### src/rtl/pong_pkg.sv
`default_nettype none
// ============================================================================
// Module   : pong_pkg
// Purpose  : Shared board geometry, match state encoding and winner codes
//            for the Pong match sequencer and its helpers.
// Contents : c_GAME_WIDTH, c_GAME_HEIGHT, c_PADDLE_HEIGHT, state_e,
//            c_WINNER_* codes.
// Revision : 1.0 - initial release
// ============================================================================
package pong_pkg;

  // Board geometry: P1 goal is column 0, P2 goal is column c_GAME_WIDTH-1.
  localparam int c_GAME_WIDTH    = 40;
  localparam int c_GAME_HEIGHT   = 30;
  localparam int c_PADDLE_HEIGHT = 6;

  // Match sequencer states.
  typedef enum logic [1:0] {
    ST_IDLE       = 2'd0,
    ST_RUNNING    = 2'd1,
    ST_SERVE_WAIT = 2'd2,
    ST_GAME_OVER  = 2'd3
  } state_e;

  // Winner encoding driven on o_Winner.
  localparam logic [1:0] c_WINNER_NONE = 2'b00;
  localparam logic [1:0] c_WINNER_P1   = 2'b01;
  localparam logic [1:0] c_WINNER_P2   = 2'b10;

endpackage : pong_pkg
`default_nettype wire

### src/rtl/pong_paddle_hit.sv
`default_nettype none
// ============================================================================
// Module   : pong_paddle_hit
// Purpose  : Decides whether a ball row falls within a paddle's span,
//            Paddle_Y .. Paddle_Y + c_PADDLE_HEIGHT - 1.
// Ports    : i_Ball_Y   [5:0] in  ball row
//            i_Paddle_Y [5:0] in  paddle top row
//            o_Hit            out 1 when the ball row is covered by the paddle
// Revision : 1.0 - initial release
// ============================================================================
module pong_paddle_hit
  import pong_pkg::*;
(
  input  logic [5:0] i_Ball_Y,
  input  logic [5:0] i_Paddle_Y,
  output logic       o_Hit
);

  // Evaluated 7 bits wide so a paddle near row 63 does not wrap its bottom
  // edge back to the top of the range.
  logic [6:0] ball_y_ext;
  logic [6:0] paddle_top_ext;
  logic [6:0] paddle_end_ext;

  assign ball_y_ext     = {1'b0, i_Ball_Y};
  assign paddle_top_ext = {1'b0, i_Paddle_Y};
  assign paddle_end_ext = paddle_top_ext + 7'(c_PADDLE_HEIGHT);

  assign o_Hit = (ball_y_ext >= paddle_top_ext) && (ball_y_ext < paddle_end_ext);

endmodule : pong_paddle_hit
`default_nettype wire

### src/rtl/pong_game_ctrl.sv
`default_nettype none
// ============================================================================
// Module   : pong_game_ctrl
// Purpose  : Pong match sequencer. Runs/pauses the ball datapath, detects
//            misses at either goal column, keeps both scores, pauses for a
//            serve after each point and ends the match at the score limit.
// Ports    : i_Clk            in   system clock
//            i_Rst            in   synchronous active-high reset
//            i_Start          in   one-cycle start pulse
//            i_Ball_X   [5:0] in   ball column
//            i_Ball_Y   [5:0] in   ball row
//            i_Paddle_Y_P1[5:0] in left paddle top row
//            i_Paddle_Y_P2[5:0] in right paddle top row
//            o_Game_Active    out  high only while the ball is in play
//            o_P1_Score [3:0] out  P1 points
//            o_P2_Score [3:0] out  P2 points
//            o_Point_P1       out  one-cycle pulse, P1 scored
//            o_Point_P2       out  one-cycle pulse, P2 scored
//            o_Winner   [1:0] out  00 none, 01 P1, 10 P2
// Revision : 1.0 - initial release
// ============================================================================
module pong_game_ctrl
  import pong_pkg::*;
#(
  parameter int c_SCORE_LIMIT = 9,
  parameter int c_SERVE_DELAY = 25000000
) (
  input  logic       i_Clk,
  input  logic       i_Rst,
  input  logic       i_Start,
  input  logic [5:0] i_Ball_X,
  input  logic [5:0] i_Ball_Y,
  input  logic [5:0] i_Paddle_Y_P1,
  input  logic [5:0] i_Paddle_Y_P2,
  output logic       o_Game_Active,
  output logic [3:0] o_P1_Score,
  output logic [3:0] o_P2_Score,
  output logic       o_Point_P1,
  output logic       o_Point_P2,
  output logic [1:0] o_Winner
);

  localparam int               CNT_W      = (c_SERVE_DELAY > 1) ? $clog2(c_SERVE_DELAY) : 1;
  localparam logic [CNT_W-1:0] CNT_LAST   = CNT_W'(c_SERVE_DELAY - 1);
  localparam logic [3:0]       SCORE_LIM  = 4'(c_SCORE_LIMIT);
  localparam logic [5:0]       P2_GOAL_X  = 6'(c_GAME_WIDTH - 1);

  state_e           state_q,  state_d;
  logic [CNT_W-1:0] cnt_q,    cnt_d;
  logic [3:0]       p1_q,     p1_d;
  logic [3:0]       p2_q,     p2_d;
  logic [1:0]       win_q,    win_d;
  logic             active_q, active_d;
  logic             pt1_q,    pt1_d;
  logic             pt2_q,    pt2_d;

  logic hit_p1;
  logic hit_p2;
  logic miss_p1;
  logic miss_p2;
  logic [3:0] p1_next;
  logic [3:0] p2_next;

  pong_paddle_hit u_hit_p1 (
    .i_Ball_Y   (i_Ball_Y),
    .i_Paddle_Y (i_Paddle_Y_P1),
    .o_Hit      (hit_p1)
  );

  pong_paddle_hit u_hit_p2 (
    .i_Ball_Y   (i_Ball_Y),
    .i_Paddle_Y (i_Paddle_Y_P2),
    .o_Hit      (hit_p2)
  );

  // A miss at P1's goal scores for P2 and vice versa.
  assign miss_p1 = (i_Ball_X == 6'd0)      && !hit_p1;
  assign miss_p2 = (i_Ball_X == P2_GOAL_X) && !hit_p2;

  // Saturating increments: a score never moves past the limit.
  assign p1_next = (p1_q < SCORE_LIM) ? p1_q + 4'd1 : p1_q;
  assign p2_next = (p2_q < SCORE_LIM) ? p2_q + 4'd1 : p2_q;

  always_comb begin
    state_d = state_q;
    cnt_d   = cnt_q;
    p1_d    = p1_q;
    p2_d    = p2_q;
    win_d   = win_q;
    pt1_d   = 1'b0;
    pt2_d   = 1'b0;

    unique case (state_q)
      ST_IDLE: begin
        if (i_Start) begin
          state_d = ST_RUNNING;
        end
      end

      ST_RUNNING: begin
        if (miss_p1) begin
          p2_d  = p2_next;
          pt2_d = 1'b1;
          if (p2_next == SCORE_LIM) begin
            state_d = ST_GAME_OVER;
            win_d   = c_WINNER_P2;
          end else begin
            state_d = ST_SERVE_WAIT;
            cnt_d   = '0;
          end
        end else if (miss_p2) begin
          p1_d  = p1_next;
          pt1_d = 1'b1;
          if (p1_next == SCORE_LIM) begin
            state_d = ST_GAME_OVER;
            win_d   = c_WINNER_P1;
          end else begin
            state_d = ST_SERVE_WAIT;
            cnt_d   = '0;
          end
        end
      end

      ST_SERVE_WAIT: begin
        // The counter walks 0..c_SERVE_DELAY-1, one value per paused cycle.
        if (cnt_q == CNT_LAST) begin
          state_d = ST_RUNNING;
        end else begin
          cnt_d = cnt_q + CNT_W'(1);
        end
      end

      ST_GAME_OVER: begin
        if (i_Start) begin
          p1_d    = 4'd0;
          p2_d    = 4'd0;
          win_d   = c_WINNER_NONE;
          state_d = ST_SERVE_WAIT;
          cnt_d   = '0;
        end
      end

      default: begin
        state_d = ST_IDLE;
      end
    endcase

    // Registered from the next state so the output tracks the state exactly.
    active_d = (state_d == ST_RUNNING);
  end

  always_ff @(posedge i_Clk) begin
    if (i_Rst) begin
      state_q  <= ST_IDLE;
      cnt_q    <= '0;
      p1_q     <= 4'd0;
      p2_q     <= 4'd0;
      win_q    <= c_WINNER_NONE;
      active_q <= 1'b0;
      pt1_q    <= 1'b0;
      pt2_q    <= 1'b0;
    end else begin
      state_q  <= state_d;
      cnt_q    <= cnt_d;
      p1_q     <= p1_d;
      p2_q     <= p2_d;
      win_q    <= win_d;
      active_q <= active_d;
      pt1_q    <= pt1_d;
      pt2_q    <= pt2_d;
    end
  end

  assign o_Game_Active = active_q;
  assign o_P1_Score    = p1_q;
  assign o_P2_Score    = p2_q;
  assign o_Point_P1    = pt1_q;
  assign o_Point_P2    = pt2_q;
  assign o_Winner      = win_q;

endmodule : pong_game_ctrl
`default_nettype wire
### config.mk
export PLATFORM = sky130hd
export DESIGN_NAME = pong_game_ctrl
export DESIGN_NICKNAME = d
export VERILOG_FILES = /design/src/rtl/pong_pkg.sv /design/src/rtl/pong_paddle_hit.sv /design/src/rtl/pong_game_ctrl.sv
export SDC_FILE = /design/constraint.sdc
export NUM_CORES = 1
export LEC_CHECK = 0
export BUFFER_PORTS_ARGS = -buffer_cell sky130_fd_sc_hd__buf_2
export CORE_ASPECT_RATIO = 0.5
export CORE_MARGIN = 2
export CORE_UTILIZATION = 35
export CTS_CLUSTER_SIZE = 20
export DETAILED_ROUTE_END_ITERATION = 8
export HOLD_SLACK_MARGIN = 0.1
export PLACE_DENSITY = 0.6
export SLEW_MARGIN = 20
export SYNTH_ARGS = -nofsm -noshare
export SYNTH_HDL_FRONTEND = slang
export SYNTH_SLANG_ARGS = --single-unit
### constraint.sdc
create_clock -name i_Clk -period 3.65 [get_ports i_Clk]
set_input_delay 0.5475 -clock i_Clk [delete_from_list [all_inputs] [get_ports i_Clk]]
set_output_delay 0.5475 -clock i_Clk [all_outputs]
set_load 0.02 [all_outputs]
== Yosys cells after proc, flatten, opt, wreduce, memory -nomap -nowiden ==
Index checks and enable logic that the tools add are counted.

* Equal/unequal tests: 18
* $lt $le $gt $ge: 6
* Add/subtract/negate cells: 5
* Bitwise logic cells: 1
* Muxes and demuxes: 31
* Reductions and logical operators: 16

{| class="wikitable"
|+ Operators by type and width
! operator !! number
|-
| two-way mux 25 bit || 6
|-
| case mux 25 bit (3 select lines) || 1
|-
| adder 25 x 1 -> 25 bit, second input constant || 1
|-
| == test 25 bit, second input constant || 1
|-
| two-way mux 4 bit || 6
|-
| two-way mux 2 bit || 10
|-
| case mux 4 bit (2 select lines) || 2
|-
| != test 3 bit, second input constant || 5
|-
| adder 6 x 3 -> 7 bit, second input constant || 2
|-
| < comparator 6 x 7 -> 1 bit || 2
|-
| greater-or-equal comparator 6 bit || 2
|-
| != test 2 bit, second input constant || 5
|-
| adder 4 x 1 -> 4 bit, second input constant || 2
|-
| == test 4 bit, second input constant || 2
|-
| < comparator 4 bit, second input constant || 2
|-
| case mux 2 bit (4 select lines) || 1
|-
| == test 6 bit, second input constant || 1
|-
| zero test 6 bit || 1
|-
| AND reduction 6 bit || 1
|-
| AND reduction 5 bit || 1
|-
| == test 2 x 1 -> 1 bit, second input constant || 2
|-
| == test 2 bit, second input constant || 2
|-
| logical AND 1 bit || 4
|-
| two-way mux 1 bit || 4
|-
| 10 further kinds || 11
|}

* Bits of input ports: 27
* Bits in registers: 40
* Output and inout port bits: 13

== Logic depth before layout (Yosys ltp) ==
Gate-level depths: netlist (run 1).

* Depth after elaboration: 9
* Mapped depth: 12
* Gate-level depth less buffers: 11

== Hierarchy ==
From an unflattened synthesis (run 1), not the netlist that was laid out.

* Cells, all modules: 346
* Area, all modules: 2,746.4 sq um

{| class="wikitable"
|+ By module, submodules not included
! module !! area an instance (sq um) !! times used !! cells each
|-
| pong_game_ctrl || 2,140.8 || 1 || 268
|-
| pong_paddle_hit || 302.8 || 2 || 39
|}

== Worst setup path before layout (run 1) ==
OpenSTA, ideal clock, no wires.

* Kind: input -> register
* From: input port i_Paddle_Y_P2[1]
* To: register cnt_q[24]
* Setup time: 0.124 ns
* Path buffers: 1
* Data required time: 3.526 ns
* Arrival time: 2.601 ns
* Stages: 10
* Path slack: 0.925 ns
* Path through: inv_1 > ha_1 > ha_1 > or3b_2 > a21oi_1 > o2111ai_1 > a21bo_2 > nand3_4 > buf_2 > o21ai_0

* Cells in the longest elaborated chain, start to end: 7

{| class="wikitable"
|+ RTL lines
! what !! line !! source
|-
| start: declaration || pong_game_ctrl.sv:34 || <nowiki>input logic [5:0] i_Paddle_Y_P2,</nowiki>
|-
| adder 6 x 3 -> 7 bit || pong_paddle_hit.sv:27 || <nowiki>assign paddle_end_ext = paddle_top_ext + 7'(c_PADDLE_HEIGHT);</nowiki>
|-
| < comparator 6 x 7 -> 1 bit || pong_paddle_hit.sv:29 || <nowiki>assign o_Hit = (ball_y_ext >= paddle_top_ext) && (ball_y_ext < paddle_end_ext);</nowiki>
|-
| logical AND 1 bit * || pong_paddle_hit.sv:29 ||
|-
| zero test 1 bit * || pong_game_ctrl.sv:78 || <nowiki>assign miss_p2 = (i_Ball_X == P2_GOAL_X) && !hit_p2;</nowiki>
|-
| logical AND 1 bit * || pong_game_ctrl.sv:78 ||
|-
| != test 3 bit (no line) * || -- ||
|-
| AND reduction 6 bit (no line) * || -- ||
|-
| end signal: assignment || pong_game_ctrl.sv:164 || <nowiki>cnt_q <= cnt_d;</nowiki>
|-
| end: declaration || pong_game_ctrl.sv:49 || <nowiki>logic [CNT_W-1:0] cnt_q, cnt_d;</nowiki>
|}

Mark *: on every way between the ends. The rest lies on a longest branch, timed or not.
A chain may end at the register's enable or synchronous reset.

== Final worst setup path (run 1) ==
* From: input port i_Paddle_Y_P2[1]
* To: register cnt_q[19]

The elaborated chain is that of the path after synthesis.

==> results of run 1 <==
==> path summary, 6_finish.rpt <==
path                          from        end  slack (ns)  cells past startpoint
setup / recovery  i_Paddle_Y_P2[1]  cnt_q[19]        0.78                     11
hold / removal           cnt_q[22]  cnt_q[22]        0.48                      1
setup reg to reg     o_P1_Score[0]  cnt_q[19]        1.15                      8
hold reg to reg          cnt_q[22]  cnt_q[22]        0.48                      1
==> critical path, stage by stage <==
cell and delay (ns):
buf_2 0.11, inv_1 0.06, ha_1 0.22, nor3_1 0.19, xnor2_1 0.15, ha_1 0.26, a21o_1 0.17, o2111ai_1 0.41
a21bo_2 0.30, nand3_4 0.27, a311oi_1 0.36
==> cell families (layout without fill, tap and decap cells) <==
family / Yosys count / count (layout) / synth area share
multiplexers: 3 / 3 / 0.0100
buffers and inverters: 36 / 73 / 0.0597
XOR/XNOR: 6 / 6 / 0.0175
AND/OR/NAND/NOR: 147 / 147 / 0.274
flip-flops: 40 / 40 / 0.267
AO/OA/AOI/OAI: 110 / 110 / 0.251
adder cells (fa/ha/maj): 29 / 29 / 0.121
==> routing by layer <==
| metal | vias up | track usage | wire (um) |
|---|---|---|---|
| met1 | 1304 | 0.219 | 3710 |
| met2 | 43 | 0.253 | 3180 |
| met5 | - | 0 | 0 |
| met4 | 0 | 0.0421 | 63 |
| met3 | 5 | 0.0270 | 254 |
| li1 | 1495 | - | - |
==> stage by stage <==
| stage | cell area [um^2] | setup WS, ns | total power [mW] |
|---|---|---|---|
| after floorplan | 3000 | 0.925 | 0.531 |
| after detailed placement | 3260 | 0.472 | 0.572 |
| after global routing | 3430 | 0.545 | 1.12 |
| final | 3430 | 0.780 | 1.07 |
| after global placement | 3260 | 0.546 | 0.570 |
| after CTS | 3430 | 0.757 | 1.08 |
==> placed cells by master (no fill, tap or decap), types with 4 or more instances in the layout <==
master	count
nand3_1	24
inv_1	23
o2111ai_1	4
nand4_1	15
buf_2	39
a31oi_1	12
o31ai_1	4
clkbuf_16	5
and3_1	5
a211oi_1	8
xnor2_1	4
nand2_1	25
a21oi_1	26
a311oi_1	6
nor3_1	14
nor2b_1	4
o21ai_0	18
dfxtp_1	40
a21o_1	6
ha_1	29
nand2b_1	5
nor2_1	28
nor4_1	4
o21a_1	4
==> flip-flops by register name (all words and copies together), names as in the netlist <==
register	cells
o_P1_Score	4
o_Point_P1	1
state_q	2
o_Winner	2
o_P2_Score	4
o_Point_P2	1
o_Game_Active	1
cnt_q	25
==> cell type report <==
type                       count  area (um^2)  share of cell area
sequential                    40          801               0.233
inverter                      23         86.3              0.0251
timing repair buffer          42          218              0.0634
multi-input combinational    295         2020               0.587
tap                          112          140              0.0408
clock inverter                 3         47.5              0.0138
clock buffer                   5          125              0.0364
==> power by group <==
group          total [mW]  switching [mW]  internal [mW]  leakage [nW]
Combinational       0.120          0.0692         0.0512         0.969
Clock               0.508           0.183          0.325        0.0840
Sequential          0.441         0.00253          0.438         0.323
Total                1.07           0.255          0.814          1.38
==> qor.csv, run 1 <==
stage;metric;value;unit
placed_design;Final GP Congestion;0.813;
clocking;cts bufs inserted;5;
sta;max-slew violations;0;
sta;worst slew pin tran;0.521;ns
placed_design;Port-buffer cells;39;
cells_and_area;share of cells above drive strength 1;0.172;
worst_setup_path;CP Class;primary input to register;
clocking;cts repair resizes;0;
worst_setup_path;Worst EP arrival;3.05;ns
clocking;H-tree level count;2;
logic_synthesis;synth warn;0;
clocking;Worst-Skew Late Latency;0.28;ns
die;initial core utilization;0.368;
power_and_ir_drop;Leakage;1.38;nW
detailed_routing;WL per Instance;13.8;um
hold_path;Hold Path Class;register to register;
die;core area;8140;um^2
cells_and_area;fin cells;520;
logic_synthesis;post-synth cell types;65;
sta;fmax;348;MHz
logic_synthesis;top cells by area, synth;dfxtp_1 (27%), ha_1 (12%), a21oi_1 (4.3%), nand3_1 (4.0%), nor2_1 (3.5%);
detailed_routing;drt first pass iters;6;
clocking;clk slew on worst S/H paths;0.06;ns
die;die width;135;um
cells_and_area;filler cell count in the final layout;833;
detailed_routing;Routed Wire Length;7.20;mm
logic_synthesis;Async SR Flop Fraction;0;
clocking;TritonCTS Sinks;40;
grt;gr ovfl total;0;
detailed_routing;DR vias;2847;
worst_setup_path;startpoint types;primary input;
logic_synthesis;syn_nets;427;
sta;final hold vios;0;
logic_synthesis;synthesized flop and latch total;40;
grt;initial antenna violation count;0;
die;IO Pins;40;
power_and_ir_drop;Power Density;311;nW/um^2
detailed_routing;post-route DRC violation count;0;
clocking;CTS tree;yes;
logic_synthesis;top_reg_cell synth;dfxtp_1;
worst_setup_path;Worst Path Required;3.83;ns
placed_design;placed cells;512;
logic_synthesis;post-synth top area cell;dfxtp_1;
logic_synthesis;Post-synth top cells;dfxtp_1 (40), ha_1 (29), nor2_1 (28);
worst_setup_path;crit path capture type;register;
grt;largest net degree at the start of global routing;24;
clocking;hold buffers post-CTS;0;
clocking;root buf cell;clkbuf_16;
sta;max_slew headroom;0.652;
die;Die Y;69.4;um
sta;TNS Setup;0;ns
sta;final setup violating endpoints;0;
cells_and_area;area delta synth->final;14.6;%
logic_synthesis;synthesized area;3000;um^2
sta;Worst Skew;0.00478;ns
logic_synthesis;post-synthesis area per instance;8.08;um^2
worst_setup_path;crit-path max FO;21;
detailed_routing;vias per cell;5.48;
die;total die area;9360;um^2
cells_and_area;Finished Core Util;0.422;
placed_design;HPWL after DPL;5.51;mm
cells_and_area;post-layout net count;463;
logic_synthesis;top-count cell post-synth;dfxtp_1;
sta;worst hold margin;0.477;ns
sta;post-route minimum period;2.87;ns
sta;RSZ-0062 raised after global routing;no;
grt;first-pass GRT wire length;12.2;mm
detailed_routing;1st-iter DRT viols;137;
grt;total track usage;0.158;
detailed_routing;ANT nets after route;0;
logic_synthesis;sequential share of the synthesized area;0.267;
clocking;setup bufs post-CTS;0;
power_and_ir_drop;peak supply drop;0.000155;V
logic_synthesis;Synth top area share;0.267;
status;status;completed;
die;row count;23;
cells_and_area;n_diodes;0;
logic_synthesis;count of flip-flops with a built-in enable after synthesis;0;
job;Max Cap Violations;0;
clocking;Clock Tree Buf Depth;2;
grt;vias in the first global route;2628;
sta;period utilization;0.786;
logic_synthesis;Cells after Synth;371;
Power figures use the tool's default switching activity.
==> run 2, diff against run 1 <==
clock period = 2.93 ns   (was 3.65 ns; I/O delays follow)
==> qor.csv, run 2 (same netlist as run 1, synthesis figures left out) <==
stage;metric;value;unit;change
grt;initial antenna violation count;0;;unchanged
die;total die area;9360;um^2;unchanged
cells_and_area;register area;801;um^2;unchanged
worst_setup_path;Worst Path Required;3.10;ns;-0.73 ns
clocking;Clock Tree Buf Depth;2;;unchanged
cells_and_area;most frequent cells in the layout;dfxtp_1 (40), buf_2 (39), ha_1 (29);;
detailed_routing;1st-iter DRT viols;228;;+66%
clocking;H-tree level count;2;;unchanged
die;initial core utilization;0.368;;unchanged
power_and_ir_drop;peak supply drop;0.000192;V;+24%
cells_and_area;n_diodes;0;;unchanged
power_and_ir_drop;Leakage;1.38;nW;+0.36%
cells_and_area;fin cells;522;;+0.38%
sta;final setup violating endpoints;0;;unchanged
grt;gr ovfl total;0;;unchanged
clocking;hold buffers post-CTS;0;;unchanged
die;row count;23;;unchanged
sta;fmax;388;MHz;
worst_setup_path;cell mode on critical path;ha_1;;
cells_and_area;post-layout net count;465;;+0.43%
worst_setup_path;delay of the slowest critical-path stage;0.38;ns;-0.03 ns
cells_and_area;filler cell count in the final layout;815;;-2.2%
die;IO Pins;40;;unchanged
detailed_routing;vias per cell;5.49;;+0.32%
cells_and_area;Finished Core Util;0.423;;+0.00123
cells_and_area;share of cells above drive strength 1;0.176;;+0.00404
cells_and_area;area delta synth->final;14.9;%;
job;Max Cap Violations;0;;unchanged
power_and_ir_drop;Power Density;384;nW/um^2;+24%
placed_design;placed cells;514;;+0.39%
sta;period utilization;0.880;;
sta;worst slew pin tran;0.480;ns;-0.0410 ns
sta;RSZ-0062 raised after global routing;no;;
grt;total track usage;0.162;;+0.00430
worst_setup_path;crit path capture type;register;;
worst_setup_path;startpoint types;primary input;;
worst_setup_path;Worst R2R Setup Slack;0.41;ns;-0.74 ns
grt;vias in the first global route;2635;;+0.27%
grt;first-pass GRT wire length;12.6;mm;+2.8%
status;status;completed;;
detailed_routing;DR vias;2867;;+0.70%
clocking;cts bufs inserted;5;;unchanged
die;die width;135;um;unchanged
sta;max_slew headroom;0.677;;+0.0251
detailed_routing;ANT nets after route;0;;unchanged
placed_design;HPWL after DPL;5.39;mm;-2.1%
die;Die Y;69.4;um;unchanged
worst_setup_path;CP Class;primary input to register;;
detailed_routing;drt first pass iters;4;;-2
placed_design;Final GP Congestion;0.808;;-0.73%
detailed_routing;Routed Wire Length;7.35;mm;+2.1%
clocking;setup bufs post-CTS;0;;unchanged
cells_and_area;Biggest register;cnt_q;;
worst_setup_path;critical path, cell by cell;buf_2 -> inv_1 -> ha_1 -> nor3_1 -> xnor2_1 -> ha_1 -> a21o_1 -> o2111ai_1 -> a21bo_2 -> nand3_4 -> o311ai_0;;
worst_setup_path;Buf/Inv on CP;2;;unchanged
clocking;root buf cell;clkbuf_16;;
cells_and_area;area of the multi-input gates;2020;um^2;unchanged
worst_setup_path;Top Family by Delay on Critical Path;compound AO/OA/AOI/OAI gates;;
sta;post-route minimum period;2.58;ns;
worst_setup_path;CP max stage cell;o311ai_0;;
clocking;TritonCTS Sinks;40;;unchanged
detailed_routing;WL per Instance;14.1;um;+1.7%
worst_setup_path;Worst EP arrival;2.75;ns;-0.30 ns
clocking;clk slew on worst S/H paths;0.06;ns;about the same
sta;final hold vios;0;;unchanged
sta;max-slew violations;0;;unchanged
clocking;CTS tree;yes;;
clocking;cts repair resizes;0;;unchanged
placed_design;Port-buffer cells;39;;unchanged
cells_and_area;Largest register FFs;25;;unchanged
sta;TNS Setup;0;ns;unchanged
detailed_routing;post-route DRC violation count;0;;unchanged
sta;Worst Skew;0.00436;ns;-0.000421 ns
die;core area;8140;um^2;unchanged
worst_setup_path;crit-path max FO;21;;unchanged
hold_path;Hold Path Class;register to register;;
cells_and_area;commonest non-fill, non-tap cell in the layout;dfxtp_1;;
clocking;Worst-Skew Late Latency;0.28;ns;about the same
grt;largest net degree at the start of global routing;40;;+67%
[run 2: cell types whose count changed in the layout (fill, tap and decap cells not counted)]
cell        previous run  this run
buf_4                  3         5
clkinv_2               0         1
clkinv_4               2         0
clkinvlp_4             0         1
[run 2: layout make-up]
type,count,share of cell area
Multi-Input combinational cell,295,0.586
Sequential cell,40,0.232
Timing Repair Buffer,44,0.0676
Tap cell,112,0.0407
Clock buffer,5,0.0363
Inverter,23,0.0251
Clock inverter,3,0.0124
[run 2: final timing paths]
check	start	cells after the start	end
max	i_Paddle_Y_P2[1]	11	cnt_q[10]
min	cnt_q[22]	1	cnt_q[22]
max reg2reg	o_P1_Score[0]	8	cnt_q[10]
min reg2reg	cnt_q[22]	1	cnt_q[22]
[run 2: worst register-to-register path, delay by kind of cell, from the launching register on]
| kind | cells | cell delay (ns) |
|---|---|---|
| AOI/OAI and AO/OA | 4 | 1.10 |
| adders and majority gates | 1 | 0.33 |
| buffers and inverters | 1 | 0.11 |
| DFF | 1 | 0.41 |
| and+or+nand+nor | 2 | 0.44 |
[run 2: report_power, final]
| part | total [mW] | switching, mW | internal, mW |
|---|---|---|---|
| Sequential | 0.550 | 0.00341 | 0.546 |
| Combinational | 0.151 | 0.0862 | 0.0649 |
| Clock | 0.624 | 0.224 | 0.400 |
| Total | 1.32 | 0.313 | 1.01 |
[run 2: layer usage]
| layer | vias to the layer above | part of all wire | GRT usage | wire, um |
|---|---|---|---|---|
| li1 | 1493 | - | - | - |
| met1 | 1297 | 0.51 | 0.225 | 3730 |
| met2 | 67 | 0.43 | 0.254 | 3180 |
| met3 | 10 | 0.047 | 0.0300 | 349 |
| met4 | 0 | 0.013 | 0.0526 | 96 |
| met5 | - | 0 | 0 | 0 |
[run 2: per-stage QoR]
step	total power, mW	hold slack [ns]	instance area [um^2]	setup WS [ns]
final	1.32	0.469	3440	0.350
after global routing	1.39	0.496	3440	0.0991
after CTS	1.34	0.474	3440	0.340
after detailed placement	0.713	0.466	3280	0.0581
after global placement	0.713	0.462	3280	0.128
after floorplan	0.661	0.445	3000	0.313
